===== src/rtl/muldiv_pkg.sv =====
// muldiv_pkg: shared types and helpers for the iterative
// multiply/divide unit.
package muldiv_pkg;

  localparam int MAX_W2 = 128;

  typedef enum logic [1:0] {
    OP_MULT  = 2'b00,
    OP_MULTU = 2'b01,
    OP_DIV   = 2'b10,
    OP_DIVU  = 2'b11
  } op_e;

  typedef enum logic [1:0] {
    S_IDLE = 2'b00,
    S_CALC = 2'b01,
    S_FIN  = 2'b10
  } state_e;

  function automatic logic [MAX_W2-1:0] twos_neg(
    input logic [MAX_W2-1:0] x
  );
    return ~x + MAX_W2'(1);
  endfunction

endpackage


===== src/rtl/muldiv_step.sv =====
// muldiv_step: one combinational iteration, either a
// shift-add multiply step or a restoring-divide step.
module muldiv_step
  import muldiv_pkg::*;
#(
  parameter int WIDTH = 32
) (
  input  logic               is_div,
  input  logic [2*WIDTH-1:0] acc,
  input  logic [WIDTH-1:0]   opb,
  output logic [2*WIDTH-1:0] acc_nxt
);

  logic [WIDTH:0]   sum;
  logic [WIDTH:0]   trial;
  logic [WIDTH-1:0] rem;
  logic             ge;

  always_comb begin
    sum   = {1'b0, acc[2*WIDTH-1:WIDTH]}
          + (acc[0] ? {1'b0, opb} : '0);
    // remainder shifted left with the next dividend bit
    trial = acc[2*WIDTH-1:WIDTH-1];
    ge    = trial >= {1'b0, opb};
    rem   = ge ? WIDTH'(trial - {1'b0, opb})
               : trial[WIDTH-1:0];
    if (is_div) begin
      acc_nxt = {rem, acc[WIDTH-2:0], ge};
    end else begin
      acc_nxt = {sum, acc[WIDTH-1:1]};
    end
  end

endmodule


===== src/rtl/muldiv_unit.sv =====
// muldiv_unit: iterative MULT/MULTU/DIV/DIVU with HI/LO
// registers and MTHI/MTLO writes, one bit per cycle.
module muldiv_unit
  import muldiv_pkg::*;
#(
  parameter int WIDTH = 32
) (
  input  logic             clk,
  input  logic             reset,
  input  logic             start,
  input  logic [1:0]       op,
  input  logic [WIDTH-1:0] a,
  input  logic [WIDTH-1:0] b,
  input  logic             wr_hi,
  input  logic             wr_lo,
  input  logic [WIDTH-1:0] wd,
  output logic             busy,
  output logic             done,
  output logic [WIDTH-1:0] hi,
  output logic [WIDTH-1:0] lo
);

  localparam int W2 = 2 * WIDTH;
  localparam int CW = $clog2(WIDTH);

  state_e           state_q, state_d;
  logic [CW-1:0]    cnt_q, cnt_d;
  logic [W2-1:0]    acc_q, acc_d, acc_step;
  logic [WIDTH-1:0] opb_q, opb_d;
  logic [WIDTH-1:0] hi_q, hi_d, lo_q, lo_d;
  logic             is_div_q, is_div_d;
  logic             neg_q, neg_d;
  logic             a_neg_q, a_neg_d;
  logic             dz_q, dz_d;

  op_e              op_i;
  logic             sgn, sa, sb;
  logic [WIDTH-1:0] mag_a, mag_b;
  logic [WIDTH-1:0] quo, rem;
  logic [W2-1:0]    prod;

  function automatic logic [WIDTH-1:0] neg_w(
    input logic [WIDTH-1:0] x
  );
    return WIDTH'(twos_neg(MAX_W2'(x)));
  endfunction

  function automatic logic [W2-1:0] neg_2w(
    input logic [W2-1:0] x
  );
    return W2'(twos_neg(MAX_W2'(x)));
  endfunction

  muldiv_step #(.WIDTH(WIDTH)) u_step (
    .is_div  (is_div_q),
    .acc     (acc_q),
    .opb     (opb_q),
    .acc_nxt (acc_step)
  );

  always_ff @(posedge clk or posedge reset) begin
    if (reset) begin
      state_q <= S_IDLE;
    end else begin
      state_q <= state_d;
    end
  end

  always_comb begin
    state_d = state_q;
    unique case (state_q)
      S_IDLE: if (start) state_d = S_CALC;
      S_CALC: if (cnt_q == '0) state_d = S_FIN;
      S_FIN:  state_d = S_IDLE;
      default: state_d = S_IDLE;
    endcase
  end

  always_comb begin
    busy = (state_q != S_IDLE);
    done = (state_q == S_FIN);
  end

  always_comb begin
    op_i  = op_e'(op);
    sgn   = (op_i == OP_MULT) || (op_i == OP_DIV);
    sa    = sgn & a[WIDTH-1];
    sb    = sgn & b[WIDTH-1];
    mag_a = sa ? neg_w(a) : a;
    mag_b = sb ? neg_w(b) : b;
    quo   = acc_q[WIDTH-1:0];
    rem   = acc_q[W2-1:WIDTH];
    prod  = neg_q ? neg_2w(acc_q) : acc_q;
  end

  always_comb begin
    cnt_d    = cnt_q;
    acc_d    = acc_q;
    opb_d    = opb_q;
    hi_d     = hi_q;
    lo_d     = lo_q;
    is_div_d = is_div_q;
    neg_d    = neg_q;
    a_neg_d  = a_neg_q;
    dz_d     = dz_q;
    unique case (state_q)
      S_IDLE: begin
        if (wr_hi) hi_d = wd;
        if (wr_lo) lo_d = wd;
        if (start) begin
          is_div_d = (op_i == OP_DIV) || (op_i == OP_DIVU);
          neg_d    = sa ^ sb;
          a_neg_d  = sa;
          dz_d     = is_div_d && (b == '0);
          opb_d    = mag_b;
          acc_d    = {{WIDTH{1'b0}}, mag_a};
          cnt_d    = CW'(WIDTH - 1);
        end
      end
      S_CALC: begin
        acc_d = acc_step;
        cnt_d = cnt_q - CW'(1);
      end
      S_FIN: begin
        if (is_div_q) begin
          // remainder of a zero divisor is |a|, so this restores a
          hi_d = a_neg_q ? neg_w(rem) : rem;
          if (dz_q) begin
            lo_d = '1;
          end else begin
            lo_d = neg_q ? neg_w(quo) : quo;
          end
        end else begin
          hi_d = prod[W2-1:WIDTH];
          lo_d = prod[WIDTH-1:0];
        end
      end
      default: ;
    endcase
  end

  always_ff @(posedge clk or posedge reset) begin
    if (reset) begin
      cnt_q    <= '0;
      acc_q    <= '0;
      opb_q    <= '0;
      hi_q     <= '0;
      lo_q     <= '0;
      is_div_q <= 1'b0;
      neg_q    <= 1'b0;
      a_neg_q  <= 1'b0;
      dz_q     <= 1'b0;
    end else begin
      cnt_q    <= cnt_d;
      acc_q    <= acc_d;
      opb_q    <= opb_d;
      hi_q     <= hi_d;
      lo_q     <= lo_d;
      is_div_q <= is_div_d;
      neg_q    <= neg_d;
      a_neg_q  <= a_neg_d;
      dz_q     <= dz_d;
    end
  end

  assign hi = hi_q;
  assign lo = lo_q;

endmodule


===== config.mk =====
export PLATFORM = sky130hd
export DESIGN_NAME = muldiv_unit
export DESIGN_NICKNAME = d
export VERILOG_FILES = /design/src/rtl/muldiv_pkg.sv /design/src/rtl/muldiv_step.sv /design/src/rtl/muldiv_unit.sv
export SDC_FILE = /design/constraint.sdc
export NUM_CORES = 1
export LEC_CHECK = 0
export ABC_AREA = 1
export BUFFER_PORTS_ARGS = -buffer_cell sky130_fd_sc_hd__buf_2
export CAP_MARGIN = 20
export CORE_UTILIZATION = 45
export CTS_BUF_LIST = sky130_fd_sc_hd__clkbuf_8
export DETAILED_ROUTE_END_ITERATION = 12
export PLACE_DENSITY_LB_ADDON = 0.15
export SYNTH_ARGS = -nofsm -noshare
export SYNTH_HDL_FRONTEND = slang
export SYNTH_SLANG_ARGS = --single-unit

===== constraint.sdc =====
create_clock -name clk -period 9.1 [get_ports clk]
set_clock_uncertainty 0.15 [all_clocks]
set_input_delay 0.455 -clock clk [delete_from_list [all_inputs] [get_ports clk]]
set_output_delay 0.455 -clock clk [all_outputs]
set_load 0.1 [all_outputs]

==> results.sh <==
export IMPL_outcome="complete, no violations"
export IMPL_max_clock_freq_mhz=266
export IMPL_dr_total_vias=20302
export IMPL_grt_start_max_net_pins=82
export IMPL_detail_route_wl_per_cell_um=21.3
export IMPL_remaining_drc_errors=0
export IMPL_initialDrtViolationCount=2254
export IMPL_fin_nets=3220
export IMPL_die_height_um=198
export IMPL_clkSinkCount=171
export IMPL_regToRegStartpoint="state_q[1]"
export IMPL_post_cts_buffers=0
export IMPL_setup_worst_path_start="state_q[1]"
export IMPL_fillers=4100
export IMPL_minimum_period_implied_by_the_final_worst_setup_slack_ns=3.76
export IMPL_maxCapViolations=0
export IMPL_place_congestion=1.06
export IMPL_synth_area_leader_cell="sky130_fd_sc_hd__dfrtp_1"
export IMPL_syn_num_nets=3105
export IMPL_finalSetupViolCount=0
export IMPL_cts_root_buffer="sky130_fd_sc_hd__clkbuf_8"
export IMPL_design_die_area_mm2=0.0390
export IMPL_iteration_count_of_the_initial_detailed_routing_pass=9
export IMPL_hold_start="op[1]"
export IMPL_tritoncts="yes"
export IMPL_grt_antenna_before_repair=2
export IMPL_drt_total_wl_mm=76.0
export IMPL_final_period_utilization_pct=41.3
export IMPL_dp_hpwl_mm=61.1
export IMPL_hold_viol=0
export IMPL_synth_area_leaders="sky130_fd_sc_hd__dfrtp_1 25%, sky130_fd_sc_hd__nand2_1 18%, sky130_fd_sc_hd__inv_1 9.0%, sky130_fd_sc_hd__nor2_1 7.7%, sky130_fd_sc_hd__nand3_1 6.5%"
export IMPL_routed_via_density=5.69
export IMPL_global_route_overflow=0
export IMPL_io_pin_count=169
export IMPL_tritoncts_num_buffers=17
export IMPL_grt_pass1_vias=18267
export IMPL_gr_usage_all_layers_pct=38.8
export IMPL_numPortBuffers=168
export IMPL_critical_path_startpoint_type="flop"
export IMPL_fp_coreArea_mm2=0.0377
export IMPL_cts_path_max_buffers=2
export IMPL_rows=71
export IMPL_grt_pass1_wl_mm=112
export IMPL_critPathMaxFanout=70
export IMPL_fraction_of_layout_cells_with_a_size_suffix_above_1_pct=9.42
export IMPL_worst_slew_pin_transition_ns=0.970
export IMPL_crit_path_end_kind="flop"
export IMPL_yosysWarnings=0
export IMPL_clk_transition_reported_paths_ns=0.12
export IMPL_start_util_pct=45.7
export IMPL_clock_latency_ns=0.54
export IMPL_yosysTopAreaCellShare_pct=24.9
export IMPL_post_synth_instance_area_mm2=0.0172
export IMPL_cts_htree_levels=4
export IMPL_critPathRequiredTime_ns=9.38
export IMPL_num_antenna_cells=0
export IMPL_timing_max_slew_rel_slack_pct=35.3
export IMPL_layout_area_overhead_vs_synth_pct=10.2
export IMPL_total_negative_setup_slacks_ns=0
export IMPL_synth_avg_cell_area_um2=5.87
export IMPL_grt_setup_unrepaired="no"
export IMPL_synth_yosys_seq_area_share_pct=24.9
export IMPL_synth_seq_cells=171
export IMPL_critical_path_arrival_ns=4.04
export IMPL_die_w_um=198
export IMPL_synthesis_instances=2930
export IMPL_postCtsHoldBufs=1
export IMPL_post_cts_resize_count=0
export IMPL_worst_setup_path_type="reg2reg"
export IMPL_synth_cell_types=48
export IMPL_worst_hold_path_type="in2reg"
export IMPL_final_antenna_net_count=0
export IMPL_drv_slew=0
[worst paths after layout]
kind / to / slack [ns] / cells past startpoint
max: acc_q[8] / 5.34 / 8
min: is_div_q / 0.04 / 3
max in group asynchronous: is_div_q / 6.38 / 5
min reg2reg: cnt_q[4] / 0.34 / 1
min in group asynchronous: hi[27] / 0.35 / 3
max reg2reg: acc_q[8] / 5.34 / 8
[cell families (layout without fill, tap and decap cells)]
group	after synthesis	after routing	share of synthesized area, %
flops	171	171	24.9
buf+inv	512	640	11.4
xor+xnor	49	49	2.49
fa+ha+maj	72	72	5.32
simple gates	1591	1591	39.1
compound gates	535	535	16.8
[state kept, by name, summed over array words and instances, names as in the netlist]
signal	count
hi	32
is_div_q	1
cnt_q	5
opb_q	32
state_q	2
a_neg_q	1
acc_q	64
lo	32
neg_q	1
dz_q	1
[worst max-delay path, stage by stage (launching register included)]
cell	delay, ns
sky130_fd_sc_hd__dfrtp_1	0.58
sky130_fd_sc_hd__nor2_1	0.12
sky130_fd_sc_hd__nand2_1	0.08
sky130_fd_sc_hd__buf_4	0.42
sky130_fd_sc_hd__inv_1	0.48
sky130_fd_sc_hd__nor2_4	0.17
sky130_fd_sc_hd__buf_4	0.66
sky130_fd_sc_hd__inv_1	0.59
sky130_fd_sc_hd__o21ai_0	0.38
[layout by cell type, fill, tap and decap left out, types with 15 or more instances in the layout]
cell type                    n
sky130_fd_sc_hd__a21oi_1   210
sky130_fd_sc_hd__a31oi_1    17
sky130_fd_sc_hd__buf_2     168
sky130_fd_sc_hd__buf_4      17
sky130_fd_sc_hd__clkbuf_8   17
sky130_fd_sc_hd__dfrtp_1   170
sky130_fd_sc_hd__ha_1       70
sky130_fd_sc_hd__inv_1     410
sky130_fd_sc_hd__nand2_1   843
sky130_fd_sc_hd__nand2_2    19
sky130_fd_sc_hd__nand3_1   225
sky130_fd_sc_hd__nand3b_1   17
sky130_fd_sc_hd__nand4_1    45
sky130_fd_sc_hd__nor2_1    351
sky130_fd_sc_hd__nor3_1     44
sky130_fd_sc_hd__o211ai_1   25
sky130_fd_sc_hd__o21ai_0   221
sky130_fd_sc_hd__o21ai_1    15
sky130_fd_sc_hd__o21bai_1   15
sky130_fd_sc_hd__xor2_1     38
[area by class of cell]
type | instances | area, um^2 | area share [%]
flip-flops and latches | 171 | 4280 | 22.6
well taps | 511 | 639 | 3.37
multi-input cells | 2247 | 11000 | 58.0
repair buffers | 188 | 1030 | 5.45
inverters | 420 | 1580 | 8.34
clock inverters | 15 | 199 | 1.05
clock buffers | 17 | 234 | 1.23
[through the flow]
stage	worst slack [ns]	std cells	instance area (um^2)	util, %	hold slack (ns)
CTS	5.36	3568	18900	50.3	0.0184
global placement	5.07	3534	18500	49.0	0.312
finish	5.34	3569	19000	50.4	0.0415
floorplan	3.86	2930	17200	-	0.293
detailed placement	5.38	3535	18500	49.1	0.319
global route	5.07	3569	19000	50.4	0.0640
[routing by layer]
metal	share of wire, %	track usage (%)
met1	44	54.7
met2	43	58.1
met3	9.6	7.43
met4	4.0	15.0
met5	0.034	0
[cells in the mapped netlist (all sizes together)]
cell / number
a31oi: 17
nand4: 45
clkbuf: 76
xnor2: 11
ha: 70
or2: 2
nand3: 232
nor3: 45
and3: 1
o22ai: 1
nor2: 373
a22oi: 9
clkinv: 2
buf: 16
o31ai: 6
a21boi: 5
nor4: 8
dfrtp: 171
nand3b: 17
a311oi: 1
o21bai: 15
o211ai: 25
o221ai: 2
xor2: 38
fa: 2
o21ai: 239
a21oi: 212
and2: 4
nand2: 864
a21o: 3
inv: 418
Power is left out: the tool's default activity adds up to more than one toggle a clock period on the data nets, which glitch-free logic cannot reach.
